`config.mk`:
```
export PLATFORM = sky130hd
export DESIGN_NAME = xpack_stream
export DESIGN_NICKNAME = d
export VERILOG_FILES = /design/src/rtl/xpack_stream_pkg.sv /design/src/rtl/xsfifo_sa.sv /design/src/rtl/xpack_stream.sv
export SDC_FILE = /design/constraint.sdc
export NUM_CORES = 1
export LEC_CHECK = 0
export ABC_AREA = 1
export BUFFER_PORTS_ARGS = -buffer_cell sky130_fd_sc_hd__buf_2
export CORE_MARGIN = 1
export CORE_UTILIZATION = 35
export CTS_BUF_LIST = sky130_fd_sc_hd__clkbuf_8 sky130_fd_sc_hd__clkbuf_16
export DETAILED_ROUTE_END_ITERATION = 10
export SLEW_MARGIN = 10
export SYNTH_ARGS = -nofsm -noshare
export SYNTH_HDL_FRONTEND = slang
export SYNTH_SLANG_ARGS = --single-unit
```
`constraint.sdc`:
```
create_clock -name clk -period 3.3 [get_ports clk]
set_clock_uncertainty 0.05 [all_clocks]
set_input_delay 0.165 -clock clk [delete_from_list [all_inputs] [get_ports clk]]
set_output_delay 0.165 -clock clk [all_outputs]
set_load 0.01 [all_outputs]
```
`src/rtl/xpack_stream_pkg.sv`:
```
// Shared helpers for the sample packer and its show-ahead FIFO.
package xpack_stream_pkg;

  // Ceiling log2; clog2(1) = 0, clog2(2) = 1, clog2(5) = 3.
  function automatic int clog2(input int v);
    int r;
    r = 0;
    for (int x = v - 1; x > 0; x = x >> 1) begin
      r++;
    end
    return r;
  endfunction

endpackage

```
`src/rtl/xsfifo_sa.sv`:
```
// Synchronous show-ahead FIFO: dout presents the head entry whenever
// non-empty and reads zero when empty. A write into a full FIFO is only
// accepted when a read happens on the same edge.
module xsfifo_sa
  import xpack_stream_pkg::*;
#(
  parameter int W     = 8,
  parameter int DEPTH = 4
) (
  input  logic         clk,
  input  logic         rst,
  input  logic         wr,
  input  logic [W-1:0] din,
  input  logic         rd,
  output logic [W-1:0] dout,
  output logic         empty,
  output logic         full
);

  localparam int PTR_W = clog2(DEPTH);

  logic [W-1:0]     mem [DEPTH];
  logic [PTR_W-1:0] wptr;
  logic [PTR_W-1:0] rptr;
  logic [PTR_W:0]   count;
  logic             do_rd;
  logic             do_wr;

  // Effective read/write strobes; full-with-read still accepts the write.
  always_comb begin
    empty = (count == '0);
    full  = (count == (PTR_W + 1)'(DEPTH));
    do_rd = rd && !empty;
    do_wr = wr && (!full || do_rd);
    dout  = empty ? '0 : mem[rptr];
  end

  // Pointers and occupancy; pointers wrap naturally since DEPTH is a power of 2.
  always_ff @(posedge clk) begin
    if (!rst) begin
      wptr  <= '0;
      rptr  <= '0;
      count <= '0;
    end else begin
      if (do_wr) wptr <= wptr + 1'b1;
      if (do_rd) rptr <= rptr + 1'b1;
      case ({do_wr, do_rd})
        2'b10:   count <= count + 1'b1;
        2'b01:   count <= count - 1'b1;
        default: count <= count;
      endcase
    end
  end

  // Storage array; contents need no reset because dout is masked when empty.
  always_ff @(posedge clk) begin
    if (do_wr) mem[wptr] <= din;
  end

endmodule

```
`src/rtl/xpack_stream.sv`:
```
// Packs N_PACK consecutive BWID-bit samples into one wide word and queues
// the words in a show-ahead FIFO. A sof sample flushes any partial word
// first. The sample input cannot be stalled, so a word that finds the FIFO
// full is dropped and the sticky o_ovf flag is raised.
//
// Output handshake: o_dv is high whenever a word is held; ov_data, ov_nvld
// and o_sof describe that word and stay stable until the cycle in which
// o_dv and i_rdy are both high, at which edge the word is consumed. i_rdy
// has no effect while o_dv is low.
module xpack_stream
  import xpack_stream_pkg::*;
#(
  parameter int BWID   = 8,
  parameter int N_PACK = 4,
  parameter int DEPTH  = 4
) (
  input  logic                            clk,
  input  logic                            rst,
  input  logic [BWID-1:0]                 iv_data,
  input  logic                            i_nd,
  input  logic                            i_sof,
  input  logic                            i_rdy,
  input  logic                            i_clr_ovf,
  output logic [BWID*N_PACK-1:0]          ov_data,
  output logic [clog2(N_PACK+1)-1:0]      ov_nvld,
  output logic                            o_sof,
  output logic                            o_dv,
  output logic                            o_ovf
);

  localparam int CNT_W = clog2(N_PACK + 1);
  localparam int DW    = BWID * N_PACK;
  localparam int FW    = DW + CNT_W + 1;

  logic [CNT_W-1:0] cnt;
  logic [CNT_W-1:0] cnt_n;
  logic [DW-1:0]    asm_reg;
  logic [DW-1:0]    asm_n;
  logic [DW-1:0]    lane_data;
  logic             sof_tag;
  logic             tag_n;

  logic             push;
  logic [DW-1:0]    push_data;
  logic [CNT_W-1:0] push_nvld;
  logic             push_sof;
  logic             pop;
  logic             drop;

  logic [FW-1:0]    fifo_din;
  logic [FW-1:0]    fifo_dout;
  logic             fifo_empty;
  logic             fifo_full;

  // Assembly register with the current sample inserted at lane cnt.
  always_comb begin
    lane_data = asm_reg;
    for (int l = 0; l < N_PACK; l++) begin
      if (cnt == CNT_W'(l)) lane_data[l*BWID +: BWID] = iv_data;
    end
  end

  // Packer next-state and push generation; at most one push per cycle.
  always_comb begin
    cnt_n     = cnt;
    asm_n     = asm_reg;
    tag_n     = sof_tag;
    push      = 1'b0;
    push_data = '0;
    push_nvld = '0;
    push_sof  = 1'b0;
    if (i_nd) begin
      if (i_sof) begin
        // Flush the partial word; its unused lanes are already zero.
        if (cnt != '0) begin
          push      = 1'b1;
          push_data = asm_reg;
          push_nvld = cnt;
          push_sof  = sof_tag;
        end
        if (N_PACK == 1) begin
          // cnt is always 0 here, so this never collides with the flush.
          push      = 1'b1;
          push_data = DW'(iv_data);
          push_nvld = CNT_W'(1);
          push_sof  = 1'b1;
          cnt_n     = '0;
          asm_n     = '0;
          tag_n     = 1'b0;
        end else begin
          asm_n = DW'(iv_data);
          cnt_n = CNT_W'(1);
          tag_n = 1'b1;
        end
      end else if (cnt == CNT_W'(N_PACK - 1)) begin
        push      = 1'b1;
        push_data = lane_data;
        push_nvld = CNT_W'(N_PACK);
        push_sof  = sof_tag;
        cnt_n     = '0;
        asm_n     = '0;
        tag_n     = 1'b0;
      end else begin
        asm_n = lane_data;
        cnt_n = cnt + 1'b1;
      end
    end
  end

  // Handshake and overflow detection.
  always_comb begin
    o_dv     = !fifo_empty;
    pop      = o_dv && i_rdy;
    drop     = push && fifo_full && !pop;
    fifo_din = {push_sof, push_nvld, push_data};
    ov_data  = fifo_dout[DW-1:0];
    ov_nvld  = fifo_dout[DW +: CNT_W];
    o_sof    = fifo_dout[FW-1];
  end

  // Packer state and sticky overflow; a drop wins over a clear.
  always_ff @(posedge clk) begin
    if (!rst) begin
      cnt     <= '0;
      asm_reg <= '0;
      sof_tag <= 1'b0;
      o_ovf   <= 1'b0;
    end else begin
      cnt     <= cnt_n;
      asm_reg <= asm_n;
      sof_tag <= tag_n;
      if (drop)           o_ovf <= 1'b1;
      else if (i_clr_ovf) o_ovf <= 1'b0;
    end
  end

  xsfifo_sa #(
    .W     (FW),
    .DEPTH (DEPTH)
  ) u_fifo (
    .clk   (clk),
    .rst   (rst),
    .wr    (push),
    .din   (fifo_din),
    .rd    (pop),
    .dout  (fifo_dout),
    .empty (fifo_empty),
    .full  (fifo_full)
  );

endmodule
```
Yosys cells after proc, flatten, opt, wreduce, memory -nomap -nowiden
Memories as Yosys holds them, arrays and structs flattened. A register that Yosys moved wholly into a read port is not among the register bits.
Index checks and enable logic that the tools add are counted.
- register bits: 44
- input bits: 14
- memory bits (writable): 144
- memories kept: 1
- word-level logic and storage cells: 69
- memory list (memory ; words ; bits a word ; rd ports ; clocked after memory_dff ; write ports ; RTL line ; text):
    u_fifo.mem ; 4 ; 36 ; 1 ; 1 ; 1 ; xsfifo_sa.sv:22 ; logic [W-1:0] mem [DEPTH];
- mux-type cells: 34
- equal/unequal tests: 6
- reduce and logical (&&, ||, !) cells: 16
- add/subtract/negate cells: 5
- operators with widths (kind ; number):
    $mux 32 ; 6
    $mux 36 ; 1
    $mux 8 ; 4
    $mux 3 ; 6
    $mux 1 ; 14
    $add 3x1->3 const B ; 2
    $eq 3x2->1 const B ; 2
    $logic_not 3->1 ; 2
    $pmux 3 s2 ; 1
    $reduce_bool 2->1 ; 3
    $logic_and 1x1->1 ; 5
    $add 2x1->2 const B ; 2
    $mux 2 ; 2
    $eq 3x1->1 const B ; 1
    $eq 3x3->1 const B ; 1
    $logic_not 1->1 ; 3
    $reduce_bool 3->1 ; 1
    $sub 3x1->3 const B ; 1
    $eq 2x1->1 const B ; 1
    $eq 2x2->1 const B ; 1
    $reduce_and 2->1 ; 1
    $logic_or 1x1->1 ; 1

Logic depth before layout (Yosys ltp)
- word-level depth: 8
- gate-level depth with buffers: 14
- depth with buffers taken out: 13

Hierarchy
A second synthesis with hierarchy kept.
- cells, all modules: 879
- area total of the unflattened synthesis: 8439.3 µm²
- modules (own cells, without submodules) (module ; area an instance (µm²) ; cells each ; instances):
    xsfifo_sa ; 6103.4 ; 497 ; 1
    xpack_stream ; 2336.0 ; 382 ; 1

Worst setup path before layout
No wires, ideal clock.
- path kind: register to register
- start point: reg cnt[0]
- end point: mem u_fifo.mem[0][0] (netlist name) (enable)
- clock period less this slack: 3217 ps
- buffers on the path: 1
- cell stages (with the launch flop): 9
- arrival: 2738 ps
- slack: 83 ps
- data required time: 2820 ps
- cells stage by stage: dfxtp_1 -> inv_1 -> ha_1 -> nand3_1 -> nand3_1 -> buf_2 -> nor2_4 -> inv_2 -> nor2_1
- word-level cells in the longest chain between the ends: 7
- ends and longest elaborated chain (element ; RTL line ; text):
    start: declaration ; xpack_stream.sv:35 ; logic [CNT_W-1:0] cnt;
    start signal: assignment ; xpack_stream.sv:129 ; cnt <= cnt_n;
    $eq 3x2->1 or $reduce_bool 3->1 (tied branches) ; xpack_stream.sv:95, xpack_stream.sv:75 ;
    $mux 1 (on tied branches) ; xpack_stream.sv:95, xpack_stream.sv:75 ;
    $mux 1 * ; xpack_stream.sv:73 ; if (i_sof) begin
    $mux 1 * ; xpack_stream.sv:72 ; if (i_nd) begin
    $logic_and 1x1->1 * ; xsfifo_sa.sv:34 ; do_wr = wr && (!full || do_rd);
    $mux 1 * ; xsfifo_sa.sv:57 ; if (do_wr) mem[wptr] <= din;
    $mux 1 (not written as such) * ; xsfifo_sa.sv:57 ;
    end: declaration ; xsfifo_sa.sv:22 ;
Mark *: on every way between the ends. The rest lies on a longest branch, timed or not.

Final worst setup path
- start point: reg cnt[0]
- end point: reg u_fifo.count[2]
- word-level cells in the longest chain between the ends: 7
- ends and longest elaborated chain (element ; RTL line ; text):
    $eq 3x2->1 or $reduce_bool 3->1 (tied branches) ; xpack_stream.sv:95, xpack_stream.sv:75 ;
    $mux 1 (on tied branches) ; xpack_stream.sv:95, xpack_stream.sv:75 ;
    $mux 1 * ; xpack_stream.sv:73 ;
    $mux 1 * ; xpack_stream.sv:72 ;
    $logic_and 1x1->1 * ; xsfifo_sa.sv:34 ;
    $eq 2x1->1 or $eq 2x2->1 (tied branches) ; xsfifo_sa.sv:47 ; case ({do_wr, do_rd})
    $pmux 3 s2 or $reduce_bool 2->1 (tied branches) ; n/a ;
    end signal: assignment ; xsfifo_sa.sv:48 ; 2'b10: count <= count + 1'b1;
    end signal: assignment ; xsfifo_sa.sv:49 ; 2'b01: count <= count - 1'b1;
    end signal: assignment ; xsfifo_sa.sv:50 ; default: count <= count;
    end: declaration ; xsfifo_sa.sv:25 ; logic [PTR_W:0] count;
Marked as above.
A chain may end at the register's enable or synchronous reset.

==> results.json <==
{
  "met3_usage_pct": 3.502,
  "drc_errors": 0,
  "cts_sinks": 190,
  "clk_path_buf_depth": 2,
  "wl_um": 19040,
  "final-setup-viol-count": 0,
  "die_width_um": 154.4,
  "avgSynthCellArea_um2": 9.900,
  "grt_remaining_overflow": 0,
  "status": "completed",
  "finalCriticalPeriod_ns": 2.520,
  "grt_util_met1_pct": 22.06,
  "port_buffers": 51,
  "global_route.peak_usage_layer": "met2",
  "cp.required_ns": 3.61,
  "first_iter_violations": 477,
  "cts_post_setup_buffers_inserted": 0,
  "hpwl_um": 11360,
  "row_count": 55,
  "clk_pin_slew_ns": 0.07,
  "final_common_cell": "sky130_fd_sc_hd__nor2_1",
  "firstDrtPassIters": 5,
  "avg_vias_per_cell": 4.994,
  "largest_register_ffs": 144,
  "groute.layer.met2.usage_pct": 26.93,
  "most-common-layout-cells": "201 x sky130_fd_sc_hd__nor2_1, 144 x sky130_fd_sc_hd__edfxtp_1, 114 x sky130_fd_sc_hd__o21ai_0",
  "cts_made_buffers": 17,
  "timing.max_cap.violations": 0,
  "post_synth_inst_count": 821,
  "ctsRootBufferMaster": "sky130_fd_sc_hd__clkbuf_16",
  "period_utilization_pct": 76.37,
  "count_of_vias_placed_by_the_detailed_router": 5793,
  "synth_enable_flop_cells": 144,
  "post_cts_resized": 0,
  "max-vdd-ir-drop_mv": 0.3389,
  "clkLatencyLatePin_ns": 0.43,
  "place_inst": 1124,
  "num_io_pins": 52,
  "crit_path_max_fanout": 5,
  "grt_start_max_net_pins": 73,
  "grt_use_total_pct": 16.65,
  "final_max_slew_viol_count": 0,
  "final_net_count": 886,
  "max_clock_freq_mhz": 396.8,
  "total_of_warnings_raised_by_yosys": 0,
  "worst_slew_pin_slew_ns": 0.7973,
  "async_reset_ff_share_pct": 0,
  "tritoncts": "done",
  "power.density_nw_per_um2": 612.2,
  "cp_data_arrival_time_ns": 2.83,
  "yosys_register_bits": 190,
  "report.final.hold_viol_count": 0,
  "place_congestion": 0.8133,
  "final_cells": 1160,
  "layout-drive-gt1-share_pct": 13.26,
  "grt_pass1_vias": 5427,
  "synth_sequential_area_ratio_pct": 64.53,
  "syn2layout_area_growth_pct": 14.12,
  "fillCellCount": 2200,
  "core_area_um2": 22710,
  "grt_pass1_wl_um": 29990,
  "min-delay-path-class": "input pin to flip-flop",
  "setup_tns_ns": 0,
  "n_antenna_cell": 0,
  "end_kind": "flip-flop",
  "syn_nets": 845,
  "initial_core_util_pct": 35.79,
  "die-area_um2": 23840,
  "post_synth_num_cell_types": 28,
  "unrepaired_setup_endpoints_after_global_routing": "no",
  "timing.slew.headroom_pct": 46.84,
  "report.power.total_w": 0.005678,
  "synth_top_flop_cell": "sky130_fd_sc_hd__edfxtp_1",
  "detail_route.wl_per_cell_um": 16.41,
  "power_leakage_nw": 3.323,
  "die_y_um": 154.4,
  "final_util_pct": 40.84,
  "ant_nets": 0,
  "count_of_hold_fix_buffers_inserted_at_cts": 4,
  "initial_antenna_violation_count": 0,
  "cts_max_level": 4,
  "critical_path_class": "flip-flop to flip-flop",
  "critPathLaunchType": "flip-flop",
  "netlist_area_um2": 8128
}
[cell usage after synthesis, types with 6 or more instances]
cell type / n / area, um2
sky130_fd_sc_hd__buf_2: 16 / 80.08
sky130_fd_sc_hd__clkbuf_1: 21 / 78.83
sky130_fd_sc_hd__a21oi_1: 78 / 390.4
sky130_fd_sc_hd__ha_1: 9 / 112.6
sky130_fd_sc_hd__dfxtp_1: 46 / 920.9
sky130_fd_sc_hd__o21ai_0: 114 / 570.6
sky130_fd_sc_hd__nor3_1: 10 / 50.05
sky130_fd_sc_hd__a211oi_1: 9 / 67.56
sky130_fd_sc_hd__nand2_1: 85 / 319.1
sky130_fd_sc_hd__inv_2: 6 / 22.52
sky130_fd_sc_hd__edfxtp_1: 144 / 4324
sky130_fd_sc_hd__o21ai_1: 10 / 50.05
sky130_fd_sc_hd__nor2_1: 206 / 773.2
sky130_fd_sc_hd__inv_1: 36 / 135.1
[final timing paths]
check / from / end / slack, ns / cells after the start
setup / recovery: cnt[0]$_SDFFE_PN0P_ / u_fifo.count[2]$_SDFFE_PN0P_ / 0.78 / 13
setup reg to reg: cnt[0]$_SDFFE_PN0P_ / u_fifo.count[2]$_SDFFE_PN0P_ / 0.78 / 13
hold reg to reg: asm_reg[26]$_SDFFE_PN0P_ / asm_reg[26]$_SDFFE_PN0P_ / 0.40 / 2
hold / removal: i_rdy / flip-flop / 0.12 / 4
[area by class of cell]
cell class | instances | area [um2] | area share (%)
Clock buffer | 20 | 466.7 | 5.032
Clock inverter | 12 | 73.82 | 0.7959
Inverter | 43 | 161.4 | 1.740
Multi-Input combinational cell | 540 | 2525 | 27.22
Sequential cell | 190 | 5246 | 56.56
Tap cell | 285 | 356.6 | 3.845
Timing Repair Buffer | 70 | 445.4 | 4.802
[logic make-up after synthesis]
group / count (synthesis) / share of synthesized area [%]
buf+inv: 91 / 4.865
simple gates: 314 / 15.10
flops: 190 / 64.53
xor+xnor: 1 / 0.1078
fa+ha+maj: 10 / 1.632
compound gates: 215 / 13.76
[power breakdown]
group / switching, W / internal, W
clock network: 0.000853 / 0.00101
logic: 0.000794 / 0.000352
registers: 0.0000307 / 0.00263
total: 0.00168 / 0.00400
[layer usage]
metal / up-vias / share of wire (%) / wire (um)
met5: - / 0 / 0
met4: 0 / 1.8 / 343
met3: 19 / 5.1 / 967
met2: 141 / 48 / 9226
met1: 2754 / 45 / 8500
li1: 2879 / - / -
[critical path, stage by stage (launching register included)]
cell,delay [ns]
sky130_fd_sc_hd__dfxtp_1,0.34
sky130_fd_sc_hd__inv_1,0.13
sky130_fd_sc_hd__ha_1,0.19
sky130_fd_sc_hd__nand3_1,0.13
sky130_fd_sc_hd__nand3_1,0.19
sky130_fd_sc_hd__nor2_4,0.05
sky130_fd_sc_hd__inv_2,0.18
sky130_fd_sc_hd__ha_1,0.19
sky130_fd_sc_hd__inv_1,0.06
sky130_fd_sc_hd__fa_1,0.37
sky130_fd_sc_hd__or2_2,0.30
sky130_fd_sc_hd__nand2_1,0.08
sky130_fd_sc_hd__o21ai_0,0.07
sky130_fd_sc_hd__a21oi_1,0.12
[metrics by stage]
stage	hold slack (ns)	setup WS [ns]	cell area, um2
floorplan	0.2037	0.08278	8128
global placement	0.3735	0.7350	8695
detailed placement	0.3768	0.7024	8695
CTS	0.1061	0.7789	9275
global route	0.1194	0.5749	9275
finish	0.1246	0.7797	9275
Power figures use the tool's default switching activity.
